<file path="config.mk">
export PLATFORM = sky130hd
export DESIGN_NAME = multicycle_control
export DESIGN_NICKNAME = d
export VERILOG_FILES = /design/src/rtl/multicycle_control.sv
export SDC_FILE = /design/constraint.sdc
export NUM_CORES = 1
export LEC_CHECK = 0
export CORE_MARGIN = 2
export CORE_UTILIZATION = 35
export CTS_CLUSTER_DIAMETER = 100
export DETAILED_ROUTE_END_ITERATION = 10
export DONT_BUFFER_PORTS = 1
export GPL_TIMING_DRIVEN = 1
export RECOVER_POWER = 50
export SYNTH_ARGS = -nofsm -noshare
export SYNTH_HDL_FRONTEND = slang
export SYNTH_SLANG_ARGS = --single-unit
</file>
<file path="constraint.sdc">
create_clock -name clk -period 2 [get_ports clk]
set_clock_uncertainty 0.15 [all_clocks]
set_input_delay 0.3 -clock clk [delete_from_list [all_inputs] [get_ports clk]]
set_output_delay 0.3 -clock clk [all_outputs]
set_load 0.02 [all_outputs]
</file>
<file path="src/rtl/multicycle_control.sv">
// Control FSM for a multicycle RISC-V style datapath sharing one memory port.
// It sequences fetch/decode/execute/writeback, counts retired instructions and traps on faults.
module multicycle_control #(
  parameter int TIMEOUT_CYCLES = 16
) (
  input  logic        clk,
  input  logic        reset,
  input  logic [6:0]  Opcode_i,
  input  logic        Zero_i,
  input  logic        Mem_Ready_i,
  output logic        PC_Write_o,
  output logic        IR_Write_o,
  output logic        Reg_Write_o,
  output logic        Mem_Read_o,
  output logic        Mem_Write_o,
  output logic        IorD_o,
  output logic        PC_Src_o,
  output logic [1:0]  ALU_Src_A_o,
  output logic [1:0]  ALU_Src_B_o,
  output logic [2:0]  ALU_Op_o,
  output logic [1:0]  Mem_to_Reg_o,
  output logic [3:0]  State_o,
  output logic        Error_o,
  output logic [1:0]  Error_Code_o,
  output logic [31:0] Instret_o
);

  localparam logic [3:0] S_FETCH    = 4'd0;
  localparam logic [3:0] S_DECODE   = 4'd1;
  localparam logic [3:0] S_EXEC_R   = 4'd2;
  localparam logic [3:0] S_EXEC_I   = 4'd3;
  localparam logic [3:0] S_ALU_WB   = 4'd4;
  localparam logic [3:0] S_MEM_ADDR = 4'd5;
  localparam logic [3:0] S_MEM_RD   = 4'd6;
  localparam logic [3:0] S_LOAD_WB  = 4'd7;
  localparam logic [3:0] S_MEM_WR   = 4'd8;
  localparam logic [3:0] S_BRANCH   = 4'd9;
  localparam logic [3:0] S_JAL      = 4'd10;
  localparam logic [3:0] S_LUI      = 4'd11;
  localparam logic [3:0] S_ERROR    = 4'd15;

  localparam logic [6:0] OP_R      = 7'b0110011;
  localparam logic [6:0] OP_I      = 7'b0010011;
  localparam logic [6:0] OP_LOAD   = 7'b0000011;
  localparam logic [6:0] OP_STORE  = 7'b0100011;
  localparam logic [6:0] OP_BRANCH = 7'b1100011;
  localparam logic [6:0] OP_JAL    = 7'b1101111;
  localparam logic [6:0] OP_LUI    = 7'b0110111;

  localparam logic [7:0] WAIT_LIMIT = 8'(TIMEOUT_CYCLES - 1);

  logic [3:0]  state_q, state_d;
  logic [7:0]  wait_q, wait_d;
  logic [31:0] instret_q, instret_d;
  logic        err_q, err_d;
  logic [1:0]  code_q, code_d;
  logic        waiting;
  logic        timeout;
  logic [3:0]  st;

  assign waiting = (state_q == S_FETCH) || (state_q == S_MEM_RD) || (state_q == S_MEM_WR);
  assign timeout = waiting && !Mem_Ready_i && (wait_q == WAIT_LIMIT);

  always_comb begin
    state_d   = state_q;
    instret_d = instret_q;
    err_d     = err_q;
    code_d    = code_q;
    case (state_q)
      S_FETCH:  if (Mem_Ready_i) state_d = S_DECODE;
      S_DECODE: begin
        case (Opcode_i)
          OP_R:               state_d = S_EXEC_R;
          OP_I:               state_d = S_EXEC_I;
          OP_LOAD, OP_STORE:  state_d = S_MEM_ADDR;
          OP_BRANCH:          state_d = S_BRANCH;
          OP_JAL:             state_d = S_JAL;
          OP_LUI:             state_d = S_LUI;
          default: begin
            state_d = S_ERROR;
            err_d   = 1'b1;
            code_d  = 2'b01;
          end
        endcase
      end
      S_EXEC_R, S_EXEC_I, S_LUI: state_d = S_ALU_WB;
      S_MEM_ADDR: state_d = (Opcode_i == OP_STORE) ? S_MEM_WR : S_MEM_RD;
      S_MEM_RD:   if (Mem_Ready_i) state_d = S_LOAD_WB;
      S_MEM_WR: begin
        if (Mem_Ready_i) begin
          state_d   = S_FETCH;
          instret_d = instret_q + 32'd1;
        end
      end
      S_ALU_WB, S_LOAD_WB, S_BRANCH, S_JAL: begin
        state_d   = S_FETCH;
        instret_d = instret_q + 32'd1;
      end
      S_ERROR: state_d = S_ERROR;
      default: begin
        state_d = S_ERROR;
        err_d   = 1'b1;
        code_d  = 2'b01;
      end
    endcase
    // Ready on the final allowed cycle is a normal completion, so timeout only fires without it.
    if (timeout) begin
      state_d = S_ERROR;
      err_d   = 1'b1;
      code_d  = 2'b10;
    end
    wait_d = (waiting && (state_d == state_q) && !Mem_Ready_i) ? wait_q + 8'd1 : 8'd0;
  end

  always_ff @(posedge clk) begin
    if (reset) begin
      state_q   <= S_FETCH;
      wait_q    <= 8'd0;
      instret_q <= 32'd0;
      err_q     <= 1'b0;
      code_q    <= 2'b00;
    end else begin
      state_q   <= state_d;
      wait_q    <= wait_d;
      instret_q <= instret_d;
      err_q     <= err_d;
      code_q    <= code_d;
    end
  end

  // While reset is held the decode behaves as FETCH with the commit strobes suppressed.
  assign st = reset ? S_FETCH : state_q;

  always_comb begin
    PC_Write_o   = 1'b0;
    IR_Write_o   = 1'b0;
    Reg_Write_o  = 1'b0;
    Mem_Read_o   = 1'b0;
    Mem_Write_o  = 1'b0;
    IorD_o       = 1'b0;
    PC_Src_o     = 1'b0;
    ALU_Src_A_o  = 2'd0;
    ALU_Src_B_o  = 2'd0;
    ALU_Op_o     = 3'b000;
    Mem_to_Reg_o = 2'd0;
    case (st)
      S_FETCH: begin
        Mem_Read_o  = 1'b1;
        ALU_Src_B_o = 2'd1;
        IR_Write_o  = Mem_Ready_i && !reset;
        PC_Write_o  = Mem_Ready_i && !reset;
      end
      S_DECODE: begin
        ALU_Src_A_o = 2'd2;
        ALU_Src_B_o = 2'd2;
      end
      S_EXEC_R: begin
        ALU_Src_A_o = 2'd1;
        ALU_Op_o    = 3'b010;
      end
      S_EXEC_I: begin
        ALU_Src_A_o = 2'd1;
        ALU_Src_B_o = 2'd2;
        ALU_Op_o    = 3'b011;
      end
      S_LUI: begin
        ALU_Src_B_o = 2'd2;
        ALU_Op_o    = 3'b100;
      end
      S_ALU_WB: Reg_Write_o = 1'b1;
      S_MEM_ADDR: begin
        ALU_Src_A_o = 2'd1;
        ALU_Src_B_o = 2'd2;
      end
      S_MEM_RD: begin
        Mem_Read_o = 1'b1;
        IorD_o     = 1'b1;
      end
      S_LOAD_WB: begin
        Reg_Write_o  = 1'b1;
        Mem_to_Reg_o = 2'd1;
      end
      S_MEM_WR: begin
        Mem_Write_o = 1'b1;
        IorD_o      = 1'b1;
      end
      S_BRANCH: begin
        ALU_Src_A_o = 2'd1;
        ALU_Op_o    = 3'b001;
        PC_Src_o    = 1'b1;
        PC_Write_o  = !Zero_i;
      end
      S_JAL: begin
        PC_Write_o   = 1'b1;
        PC_Src_o     = 1'b1;
        Reg_Write_o  = 1'b1;
        Mem_to_Reg_o = 2'd2;
      end
      default: ;
    endcase
  end

  assign State_o      = st;
  assign Error_o      = err_q;
  assign Error_Code_o = code_q;
  assign Instret_o    = instret_q;

endmodule

</file>
==> results of run 1 <==
## placed cells by master, fill, tap and decap left out, drive strengths merged, types with 2 or more instances in the layout
cell type / netlist / final
a211oi: 3 / 3
a21oi: 21 / 21
and2: 4 / 4
and3: 6 / 6
and4: 2 / 2
buf: 4 / 51
clkbuf: 12 / 29
dfxtp: 47 / 47
ha: 2 / 2
inv: 13 / 13
mux2: 12 / 12
nand2: 17 / 17
nand2b: 7 / 7
nand3: 11 / 11
nand4: 11 / 11
nor2: 51 / 51
nor2b: 15 / 15
nor3: 17 / 17
nor3b: 2 / 2
nor4: 5 / 5
o21a: 2 / 2
o21ai: 20 / 20
o221ai: 2 / 2
o22a: 2 / 2
o22ai: 3 / 3
o31ai: 3 / 3
or2: 4 / 4
or3: 10 / 10
or4: 4 / 4
xnor2: 6 / 6
xor2: 8 / 8
## worst max path at each step
| stage | start | to | slack, ps | depth (start not counted) |
|---|---|---|---|---|
| 6_report | state_q[3] | PC_Write_o | -50 | 3 |
| 3_5_place_dp | state_q[1] | Instret_o[31] | -150 | 5 |
| 4_1_cts | state_q[3] | PC_Write_o | -40 | 3 |
| 5_1_grt | state_q[3] | PC_Write_o | -80 | 3 |
| 3_3_place_gp | state_q[1] | Instret_o[31] | -50 | 5 |
| 2_1_floorplan | Instret_o[3] | Instret_o[27] | 0.09 | 6 |
## worst max-delay path, cell delays in order, from the launching register on
cell	delay, ps
dfxtp_4	370
buf_6	150
or4b_4	530
o22ai_4	250
## stage by stage
stage | cells | setup TNS [ps] | setup WS [ps] | utilization [%] | hold slack (ps)
after floorplan | 341 | 0 | 0.0855 | - | 268
after global placement | 489 | -53.2 | -53.2 | 44.7 | 223
after detailed placement | 489 | -864 | -149 | 44.7 | 227
after CTS | 504 | -131 | -44.8 | 48.6 | -94.0
after global routing | 505 | -689 | -81.9 | 49.3 | -96.4
final | 505 | -67.5 | -45.5 | 49.3 | -57.5
## metal layers
layer,wire (um),GRT usage [%],vias to the layer above
met5,0,0,-
li1,-,-,1354
met3,448,4.60,6
met2,3550,28.4,60
met1,3260,21.9,1281
met4,77,3.79,0
## timing repair
action / 4_1_cts / 5_1_grt
pin swaps: 4 / 13
gates cloned: 0 / 0
endpoints found under the setup margin: 32 / 31
resized for setup: 30 / 30
buffers inserted: 8 / 1
endpoints found under the hold margin: 28 / 28
## cell families after synthesis
| group | share of synthesized area (%) |
|---|---|
| compound gates | 17.1 |
| xor+xnor | 4.56 |
| fa+ha+maj | 0.930 |
| buf+inv | 4.42 |
| flops | 35.0 |
| mux | 5.40 |
| simple gates | 32.7 |
## sequential cells by signal (all words and copies together) (netlist names)
signal        flops
state_q           4
Instret_o        32
wait_q            8
Error_Code_o      2
Error_o           1
## area by class of cell
class / count / share of cell area (%)
clock buffers: 6 / 2.01
clock inverters: 1 / 0.831
inverters: 13 / 1.42
multi-input cells: 265 / 51.3
flip-flops and latches: 47 / 26.6
well taps: 99 / 3.43
repair buffers: 74 / 14.4
## power groups by stage
stage          combinational, W  sequential (W)  clock, W
6_report                0.00173         0.00112  0.000671
5_1_grt                 0.00185         0.00113  0.000724
4_1_cts                 0.00166         0.00111  0.000690
3_5_place_dp            0.00140         0.00111         0
3_3_place_gp            0.00138         0.00111         0
2_1_floorplan          0.000950         0.00110         0
==> metrics, run 1 <==
syn_nets 354; Setup CP Type register to primary output; Synth Flop Type dfxtp_1; Worst R2R Path Depth 5; peak supply drop 0.000410 V; vias in the first global route 2554; register area 962 um2; initial core utilization 36.7%; leakage power 1.30 nW; gpl congestion 0.849; Switching Share 37.8%; Crit. End Element primary output; area grow syn2layout 34.4%; Post-Syn Area per Cell 7.89 um2; Initial DRT Pass Iterations 4; worst hold path type primary input to register; R2R Setup Slk 40 ps; status finished with violations; Setup Viol. Count Final 2; post-route antenna net violation count 0; Critical Path RT 1550 ps; Final Hold Fails 28; number of synthesized flops with an enable pin 0; Sequential Power Share 31.9%; CTS tree built; Worst slew margin 67.7%; Worst Setup Slack, final -45.5 ps; die area 8400 um2; ranking of synthesized cells by area dfxtp_1, nor2_1, mux2_2, a21oi_1, o21ai_0; clock slew at reported path FFs 90 ps; clock network power share 19.0%; mapped cell area 2690 um2; Max Fclk 489 MHz; share of the synthesized area in the top cell type 35.0%; Startpoint Class register; critical path data arrival time 1600 ps; Pwr Density 976 nW/um2; Synth Register Bits 47; DRC violations left 0; share of cells above drive strength 1 30.3%; # H-tree levels 2; Worst Path Max Fanout 13; switching power 0.00133 W; Initial DRC Count 155; All-Layer GR Usage 17.0%; drt via density 5.35; cell area after layout 3610 um2; Ys Warns 0; initial antenna violation count 0; area of the core 7330 um2; Worst-Margin Slew 480 ps; final WL 7.34 mm; Final min period 2050 ps; Layout Nets 419; average wire per standard cell 14.5 um; die width 91.7 um; ys async rst share 0%; Max clock buf depth 2; first-pass GRT wire length 11.9 mm; max_cap viols 0; Diodes inserted 0; Tcrit/Tclk final 102%; clock root cell clkbuf_8; Multi-input gate area 1860 um2; TritonCTS Buffers 5; Worst-Skew Late Latency 290 ps; top-level I/O count 66; total power 0.00353 W; Worst R2R Start state_q[3]; routed vias 2701; largest area contributor in the netlist dfxtp_1; Cell Int Power 0.00219 W; die height 91.7 um; HPWL Detailed 5.10 mm; violated checks negative hold slack, negative setup slack; std cell rows 31; top cells by count, synth nor2_1, dfxtp_1, a21oi_1; combinational share of power 49.1%; worst r2r dst Instret_o[31]; CTS Sinks 47; Min-Delay Endpoint Instret_o[19]; largest net degree at the start of global routing 62; Final Max Slew Viols 0; hold path depth 1; count of cell types in the netlist 50; PortBufs 0; worst hold slack -57.5 ps; register area share after synthesis 35.0%; RSZ-0062 raised after global routing yes; GRT overflow 0; top-count cell post-synth nor2_1; Filler cells 708; Worst Min Path Start reset; Post-Syn Instances 341; Post-DP Area 3280 um2
(Power assumes the default switching activity.)
==> run 2: changes to the inputs <==
ABC_CLOCK_PERIOD_IN_PS = 2000   (was not set)
==> results of run 2 <==
No change in the layout: final DEF, timing and power equal those of run 1.
==> run 3: changes to the inputs <==
RECOVER_POWER = not set   (was 50)
==> metrics, run 3 (synthesis gave the netlist of run 1 again) <==
DRC violations left 0 (unchanged); Layout Nets 419 (unchanged); worst hold path type primary input to register; # H-tree levels 2 (unchanged); HPWL Detailed 5.10 mm (unchanged); register area 962 um2 (unchanged); clock root cell clkbuf_8; cell area after layout 3700 um2 (+2.4%); clock network power share 18.9% (about the same); worst hold slack -56.3 ps (+1.23 ps); die area 8400 um2 (unchanged); Startpoint Class register; Cell Int Power 0.00221 W (+0.85%); first-pass GRT wire length 11.9 mm (unchanged); top-level I/O count 66 (unchanged); status finished with violations; CTS Sinks 47 (unchanged); std cell rows 31 (unchanged); combinational share of power 49.4% (+0.3 points); critical path endpoint PC_Write_o; GRT overflow 0 (unchanged); Post-DP Area 3280 um2 (unchanged); routed vias 2679 (-0.81%); most frequent cells in the layout buf_4, nor2_1, dfxtp_1; area of the core 7330 um2 (unchanged); Setup CP Type register to primary output; PortBufs 0 (unchanged); largest net degree at the start of global routing 62 (unchanged); average wire per standard cell 14.5 um (about the same); Worst R2R Path Depth 5 (unchanged); R2R Setup Slk 40 ps (about the same); setup TNS -68.3 ps (-0.792 ps); initial core utilization 36.7% (unchanged); Final Hold Fails 28 (unchanged); Worst R2R Start state_q[3]; Filler cells 684 (-3.4%); TritonCTS Buffers 5 (unchanged); die height 91.7 um (unchanged); Worst Setup Slack, final -46.5 ps (-0.950 ps); worst r2r dst Instret_o[31]; Crit. End Element primary output; switching power 0.00133 W (-0.21%); Initial DRT Pass Iterations 4 (unchanged); RSZ-0062 raised after global routing yes; post-layout util 50.5% (+1.2 points); Sequential Power Share 31.7% (-0.2 points); violated checks negative hold slack, negative setup slack; max_cap viols 0 (unchanged); Largest register FFs 32 (unchanged); Max Fclk 489 MHz (about the same); crit path from state_q[3]; final WL 7.34 mm (about the same); All-Layer GR Usage 17.0% (unchanged); Worst slew margin 67.9% (+0.18 points); critical path data arrival time 1600 ps (about the same); Switching Share 37.6% (-0.25 points); Final min period 2050 ps (+0.950 ps); CTS tree built; Worst-Skew Late Latency 290 ps (about the same); share of cells above drive strength 1 36.0% (+5.7 points); total power 0.00354 W (+0.45%); vias in the first global route 2554 (unchanged); Setup Viol. Count Final 2 (unchanged); die width 91.7 um (unchanged); area grow syn2layout 37.6%; Max clock buf depth 2 (unchanged); Critical Path RT 1550 ps (about the same); initial antenna violation count 0 (unchanged); Multi-input gate area 1860 um2 (unchanged); peak supply drop 0.000410 V (-0.13%); gpl congestion 0.849 (unchanged); post-route antenna net violation count 0 (unchanged); commonest non-fill, non-tap cell in the layout buf_4; leakage power 1.39 nW (+7.5%); clock slew at reported path FFs 80 ps (about the same); Initial DRC Count 157 (+1.3%); Worst Path Max Fanout 13 (unchanged); drt via density 5.30 (-0.81%); Pwr Density 957 nW/um2 (-1.9%); Diodes inserted 0 (unchanged); Worst-Margin Slew 478 ps (-2.63 ps); Tcrit/Tclk final 102% (about the same); Final Max Slew Viols 0 (unchanged)
run 3: cell count changes in the layout (fill, tap and decap cells not counted), sizes merged:
cell    previous run  this run
buf               51        74
clkbuf            29         6
run 3: worst max-delay path, cell delays in order, from the launching register on:
cell and delay (ps):
dfxtp_4 370, buf_6 150, or4b_4 530, o22ai_4 250
run 3: area by class of cell:
class / count / area share, %
Multi-Input combinational cell: 265 / 50.1
Sequential cell: 47 / 26.0
Timing Repair Buffer: 74 / 16.4
Tap cell: 99 / 3.35
Clock buffer: 6 / 1.96
Inverter: 13 / 1.39
Clock inverter: 1 / 0.811
run 3: power by group through the flow:
stage               clock, W  combinational [W]  sequential [W]
floorplan                  0           0.000950         0.00110
global placement           0            0.00138         0.00111
detailed placement         0            0.00140         0.00111
CTS                 0.000690            0.00166         0.00111
global route        0.000724            0.00187         0.00114
finish              0.000670            0.00175         0.00112
run 3: metal layers:
layer	wire length, um	up-vias	part of all wire, %	GRT usage, %
met2	3580	47	49	28.4
met4	55	0	0.75	3.79
met1	3310	1279	45	21.9
met3	401	4	5.5	4.60
li1	-	1349	-	-
met5	0	-	0	0
run 3: worst min-delay path by stage:
| stage | from | end | slack, ps | depth (start not counted) |
|---|---|---|---|---|
| global placement | reset | Instret_o[10] | 220 | 1 |
| finish | reset | Instret_o[19] | -60 | 1 |
| detailed placement | reset | Instret_o[8] | 230 | 1 |
| global route | reset | Instret_o[9] | -100 | 1 |
| floorplan | wait_q[0] | wait_q[0] | 270 | 1 |
| CTS | reset | Instret_o[9] | -90 | 1 |
run 3: through the flow:
stage / cells / hold slack (ps) / setup WS, ps
finish: 505 / -56.3 / -46.5
global route: 505 / -96.4 / -81.9
CTS: 504 / -94.0 / -44.8
detailed placement: 489 / 227 / -149
global placement: 489 / 223 / -53.2
floorplan: 341 / 268 / 0.0855
run 3: repair_timing:
action | in CTS | in global routing
hold endpoints to repair | 28 | 28
setup buffers | 8 | 1
gates cloned | 0 | 0
resized for setup | 30 | 30
endpoints found under the setup margin | 32 | 31
pin swaps | 4 | 13
